## config.mk

```make
export PLATFORM = sky130hd
export DESIGN_NAME = fetch_unit
export DESIGN_NICKNAME = d
export VERILOG_FILES = /design/src/rtl/fetch_unit.sv
export SDC_FILE = /design/constraint.sdc
export NUM_CORES = 1
export LEC_CHECK = 0
export CELL_PAD_IN_SITES_DETAIL_PLACEMENT = 1
export CELL_PAD_IN_SITES_GLOBAL_PLACEMENT = 2
export CORE_ASPECT_RATIO = 1.25
export CORE_UTILIZATION = 35
export DETAILED_ROUTE_END_ITERATION = 16
export DONT_BUFFER_PORTS = 1
export PLACE_DENSITY = 0.87
export SYNTH_ARGS = -nofsm -noshare
export SYNTH_HDL_FRONTEND = slang
export SYNTH_SLANG_ARGS = --single-unit
```

## constraint.sdc

```tcl
create_clock -name clk -period 2.6 [get_ports clk]
set_input_delay 0.52 -clock clk [delete_from_list [all_inputs] [get_ports clk]]
set_output_delay 0.52 -clock clk [all_outputs]
set_load 0.01 [all_outputs]
```

## src/rtl/fetch_unit.sv

```systemverilog
// Instruction fetch front end: issues one word read at a time, presents the
// returned instruction to the IF/ID register, and buffers it while that register is stalled.
module fetch_unit #(
    parameter int                 WIDTH    = 32,
    parameter logic [WIDTH-1:0]   RESET_PC = {WIDTH{1'b0}}
) (
    input  logic             clk,
    input  logic             rst_n,
    output logic             imem_read,
    output logic [WIDTH-1:0] imem_address,
    input  logic [WIDTH-1:0] imem_rdata,
    input  logic             imem_resp,
    input  logic             stall,
    input  logic             redirect,
    input  logic [WIDTH-1:0] redirect_pc,
    output logic [WIDTH-1:0] if_pc,
    output logic [WIDTH-1:0] if_instr,
    output logic             if_valid,
    output logic             ifid_load,
    output logic             ifid_flush
);

    localparam logic [1:0] ST_FETCH   = 2'd0;
    localparam logic [1:0] ST_HOLD    = 2'd1;
    localparam logic [1:0] ST_DISCARD = 2'd2;

    localparam logic [WIDTH-1:0] WORD_MASK = ~{{(WIDTH-2){1'b0}}, 2'b11};
    localparam logic [WIDTH-1:0] PC_STEP   = {{(WIDTH-3){1'b0}}, 3'b100};

    logic [1:0]       state_q, state_d;
    logic [WIDTH-1:0] pc_q, pc_d;
    logic [WIDTH-1:0] pend_q, pend_d;
    logic [WIDTH-1:0] hold_pc_q, hold_pc_d;
    logic [WIDTH-1:0] hold_instr_q, hold_instr_d;

    logic             read_s;
    logic [WIDTH-1:0] addr_s;
    logic             valid_s;
    logic [WIDTH-1:0] ipc_s;
    logic [WIDTH-1:0] instr_s;
    logic [WIDTH-1:0] pc_inc_s;
    logic [WIDTH-1:0] redir_pc_s;

    assign pc_inc_s   = pc_q + PC_STEP;
    assign redir_pc_s = redirect_pc & WORD_MASK;

    // Next-state and presentation logic; redirect outranks stall and imem_resp everywhere.
    always_comb begin
        state_d      = state_q;
        pc_d         = pc_q;
        pend_d       = pend_q;
        hold_pc_d    = hold_pc_q;
        hold_instr_d = hold_instr_q;
        read_s       = 1'b0;
        addr_s       = pc_q;
        valid_s      = 1'b0;
        ipc_s        = pc_q;
        instr_s      = {WIDTH{1'b0}};
        case (state_q)
            ST_FETCH: begin
                read_s  = 1'b1;
                valid_s = imem_resp;
                instr_s = imem_rdata;
                if (redirect) begin
                    pc_d = redir_pc_s;
                    if (imem_resp) begin
                        state_d = ST_FETCH;
                    end else begin
                        // The read already on the bus must still complete before refetching.
                        pend_d  = pc_q;
                        state_d = ST_DISCARD;
                    end
                end else if (imem_resp) begin
                    if (!stall) begin
                        pc_d = pc_inc_s;
                    end else begin
                        hold_pc_d    = pc_q;
                        hold_instr_d = imem_rdata;
                        state_d      = ST_HOLD;
                    end
                end else begin
                    state_d = ST_FETCH;
                end
            end
            ST_HOLD: begin
                valid_s = 1'b1;
                ipc_s   = hold_pc_q;
                instr_s = hold_instr_q;
                if (redirect) begin
                    pc_d         = redir_pc_s;
                    hold_pc_d    = {WIDTH{1'b0}};
                    hold_instr_d = {WIDTH{1'b0}};
                    state_d      = ST_FETCH;
                end else if (!stall) begin
                    pc_d    = pc_inc_s;
                    state_d = ST_FETCH;
                end else begin
                    state_d = ST_HOLD;
                end
            end
            ST_DISCARD: begin
                read_s = 1'b1;
                addr_s = pend_q;
                if (redirect) begin
                    pc_d = redir_pc_s;
                end else if (imem_resp) begin
                    state_d = ST_FETCH;
                end else begin
                    state_d = ST_DISCARD;
                end
            end
            default: begin
                state_d = ST_FETCH;
                pc_d    = RESET_PC;
            end
        endcase
    end

    assign imem_read    = rst_n & read_s;
    assign imem_address = addr_s & WORD_MASK;
    assign if_valid     = rst_n & valid_s;
    assign if_pc        = ipc_s;
    assign if_instr     = instr_s;
    assign ifid_load    = rst_n & valid_s & ~stall & ~redirect;
    assign ifid_flush   = ~rst_n | redirect;

    // State, PC, pending-address and hold-buffer registers.
    always_ff @(posedge clk or negedge rst_n) begin
        if (!rst_n) begin
            state_q      <= ST_FETCH;
            pc_q         <= RESET_PC;
            pend_q       <= {WIDTH{1'b0}};
            hold_pc_q    <= {WIDTH{1'b0}};
            hold_instr_q <= {WIDTH{1'b0}};
        end else begin
            state_q      <= state_d;
            pc_q         <= pc_d;
            pend_q       <= pend_d;
            hold_pc_q    <= hold_pc_d;
            hold_instr_q <= hold_instr_d;
        end
    end

endmodule
```

==> reports/summary.md <==
### Worst setup path
* 24 — maximum fanout count along the critical path
* 1 — buffers and inverters on the worst path
* nor2b_4 -> buf_4 -> mux2_2 — ordered cell list for the critical path
* 0.60 ns — Critical Path Max Stage Delay
* output port — Crit. End Element
* reg -> out — Setup Crit Path Kind
* 1.92 ns — arrival time reported for the critical path endpoint
* register — sort of element at the start of the critical path
* dfrtp_4 — cell with the largest stage delay on the worst path
* flip-flops — kind of cell adding the most delay to the critical path
* 2.08 ns — required time of the worst setup path

### Yosys
* 776 — number of instances in the synthesized netlist
* 6744 um^2 — synthesized cell area
* simple AND/OR/NAND/NOR gates — largest family of logic cells by synthesized area
* 0.1855% — synthesized-area fraction occupied by adder cells
* 8.691 um^2 — Post-Syn Area per Cell
* 124 — register bit total from synthesis
* 14.10% — proportion of synthesized area in mux cells
* 49 — distinct cell type count of the synthesized netlist
* 13.64% — post-synthesis compound-gate area fraction
* 0% — Post-Synth XOR/XNOR Area
* 100.0% — ys async rst share
* 0 — synth warn
* 46.01% — part of the Yosys area used for sequential elements
* dfrtp_1 — most common flop cell mapped by yosys
* 21.89% — area share of and/or/nand/nor cells after synthesis
* 0 — EDFF count, synth

### Placement
* 12940 um — post-detailed-placement half-perimeter wirelength
* 0.7751 — GPL Wtd Cong
* 0 — number of port buffers

### Clocking
* 124 — Sink Count
* 0 — buffers inserted by post-CTS timing repair
* yes — CTS tree
* clkbuf_16 — root buffer cell
* 4 — H-tree levels
* 2 — Max Root-Sink Buffers
* 0.06 ns — Clock Pin Slew Worst Setup and Hold Paths
* 0.42 ns — insertion delay to the later sink of the worst-skew pair
* 17 — number of buffers created by CTS

### Drt
* 19.46 um — WL/cell
* 201 — first-iteration detailed-routing DRC count
* 5554 — via count
* 4 — total iterations of the first detailed-routing run
* 0 — final routed DRC violation total
* 0 — post-route antenna net violation count
* 5.532 — via/cell ratio
* 19530 um — total routed wirelength

### Layout
* 830 — Total Nets Final
* 0 — antenna cells
* 13.67% — relative area change from synthesis to final layout
* 16.19% — fraction of final layout cells sized beyond drive strength 1

### GRT
* 0 — initial antenna violation count
* 5664 — vias in the first global route
* 128 — pin count of the biggest net entering global routing
* 0 — total grt overflow
* 20.52% — overall global routing resource usage
* 31520 um — wire length of the first global-routing pass

### Power
* 943.0 nW/um^2 — power per standard cell area
* 3.440 nW — Static Leak
* 7.229 mW — total power
* 470.7 uV — largest vdd supply drop

### Floorplanning
* 169 — number of primary I/O pins
* 35.78% — starting utilization of the core area
* 126.2 um — DIE WIDTH
* 56 — row count
* 157.2 um — die outline height
* 19830 um^2 — die area
* 18850 um^2 — Core Footprint

### Timing
* 93.99% — Period Utilization, post-route
* 0 ns — TNS Setup
* 409.2 MHz — maximum operating frequency
* 0 — final slew viol count
* 2.444 ns — fin crit period
* 26.32% — Slew headroom
* 0 — final-report setup violation count
* 124 — Final Hold Vio Count
* no — setup repair after global routing missed its margin
* 0.007689 ns — Clock Skew
* 1.105 ns — slew at the pin with the worst max-slew slack
* -0.2014 ns — minimum hold slack

### Worst hold path
* in -> async — HP Class

### Flow run
* 0 — reported max-cap violation count

### Status
* complete, but fails checks — result of the run
* hold timing — failing checks

-- cells in the final DEF, fill, tap and decap left out, drive strengths merged, types with 6 or more instances in the layout --
| cell type | instances |
|---|---|
| dfrtp | 124 |
| clkbuf | 23 |
| nand4 | 6 |
| nand3 | 17 |
| a21oi | 12 |
| mux2i | 32 |
| nor2 | 56 |
| a22oi | 10 |
| a22o | 6 |
| buf | 26 |
| mux2 | 56 |
| nand2 | 223 |
| o21ai | 91 |
-- repair_timing --
action,4_1_cts,5_1_grt
gates resized for setup,1,2
endpoints found under the hold margin,124,124
endpoints found under the setup margin,34,11
-- cells by family after synthesis --
| family | Yosys count |
|---|---|
| other | 1 |
| adders and majority gates | 1 |
| AOI/OAI and AO/OA | 153 |
| buffers and inverters | 69 |
| DFF | 124 |
| and+or+nand+nor | 340 |
| muxes | 88 |
-- through the flow --
step | util, % | hold slack (ns) | std cells | instance area [um^2] | setup slack [ns]
global route | 40.67 | -0.2236 | 1004 | 7666 | 0.04275
floorplan | - | 0.2244 | 779 | 6755 | 0.4292
global placement | 37.27 | 0.2306 | 973 | 7025 | 0.3898
detailed placement | 37.27 | 0.2297 | 973 | 7025 | 0.2756
CTS | 40.64 | -0.2254 | 1004 | 7660 | 0.03175
finish | 40.67 | -0.2014 | 1004 | 7666 | 0.1562
-- power breakdown --
part | internal (mW) | leakage [nW] | switching (mW)
Clock | 1.74 | 0.311 | 0.861
Sequential | 2.54 | 1.54 | 0.471
Combinational | 0.675 | 1.58 | 0.943
-- cell type report --
cell class              instances  area, um^2
multi-input cells             586        3405
clock inverters                 8       165.2
well taps                     232       290.3
inverters                       5       18.77
clock buffers                  23       467.9
repair buffers                 26       211.5
flip-flops and latches        124        3108
fillers                      2179       11180
-- layer usage --
metal | GRT usage [%] | vias up | part of all wire [%]
li1 | - | 2625 | -
met1 | 24.97 | 2768 | 43
met2 | 34.94 | 145 | 50
met3 | 6.016 | 16 | 6.1
met4 | 6.311 | 0 | 1.4
met5 | 0 | - | 0
-- cell usage after synthesis, drive strengths merged (3+ instances only) --
master | n | share of area [%]
buf | 8 | 0.72
mux2i | 32 | 4.7
nand3 | 17 | 1.4
o31ai | 5 | 0.56
nand2 | 223 | 12
a21o | 3 | 0.33
a31oi | 3 | 0.28
a22o | 6 | 0.78
a32oi | 3 | 0.39
nor2 | 56 | 3.1
nor3b | 3 | 0.33
o2bb2ai | 5 | 0.65
o21ai | 91 | 6.8
a21oi | 12 | 0.89
nor3 | 5 | 0.37
nor4 | 5 | 0.91
nor2b | 4 | 0.37
dfrtp | 124 | 46
inv | 5 | 0.28
mux2 | 56 | 9.4
o211ai | 5 | 0.56
a22oi | 10 | 1.1
and2 | 3 | 0.28
clkbuf | 56 | 3.1
nand4 | 6 | 0.78
nand2b | 3 | 0.28
and3 | 5 | 0.48
-- registers in the layout (all words and copies together) (netlist names) --
name and count:
hold_instr_q 32, hold_pc_q 30, pc_q 30, pend_q 30, state_q 2
-- path summary, 6_finish.rpt --
path / startpoint / end / slack [ns] / cells after the start
min: rst_n / pc_q[26] / -0.20 / 0
min reg2reg: hold_instr_q[2] / hold_instr_q[2] / 0.47 / 2
max: state_q[0] / imem_address[13] / 0.16 / 3
max reg2reg: state_q[0] / hold_instr_q[13] / 0.40 / 4
max in group asynchronous: rst_n / hold_pc_q[17] / 2.61 / 0
min in group clk: redirect_pc[27] / pc_q[27] / 0.22 / 1
(Power assumes the default switching activity.)
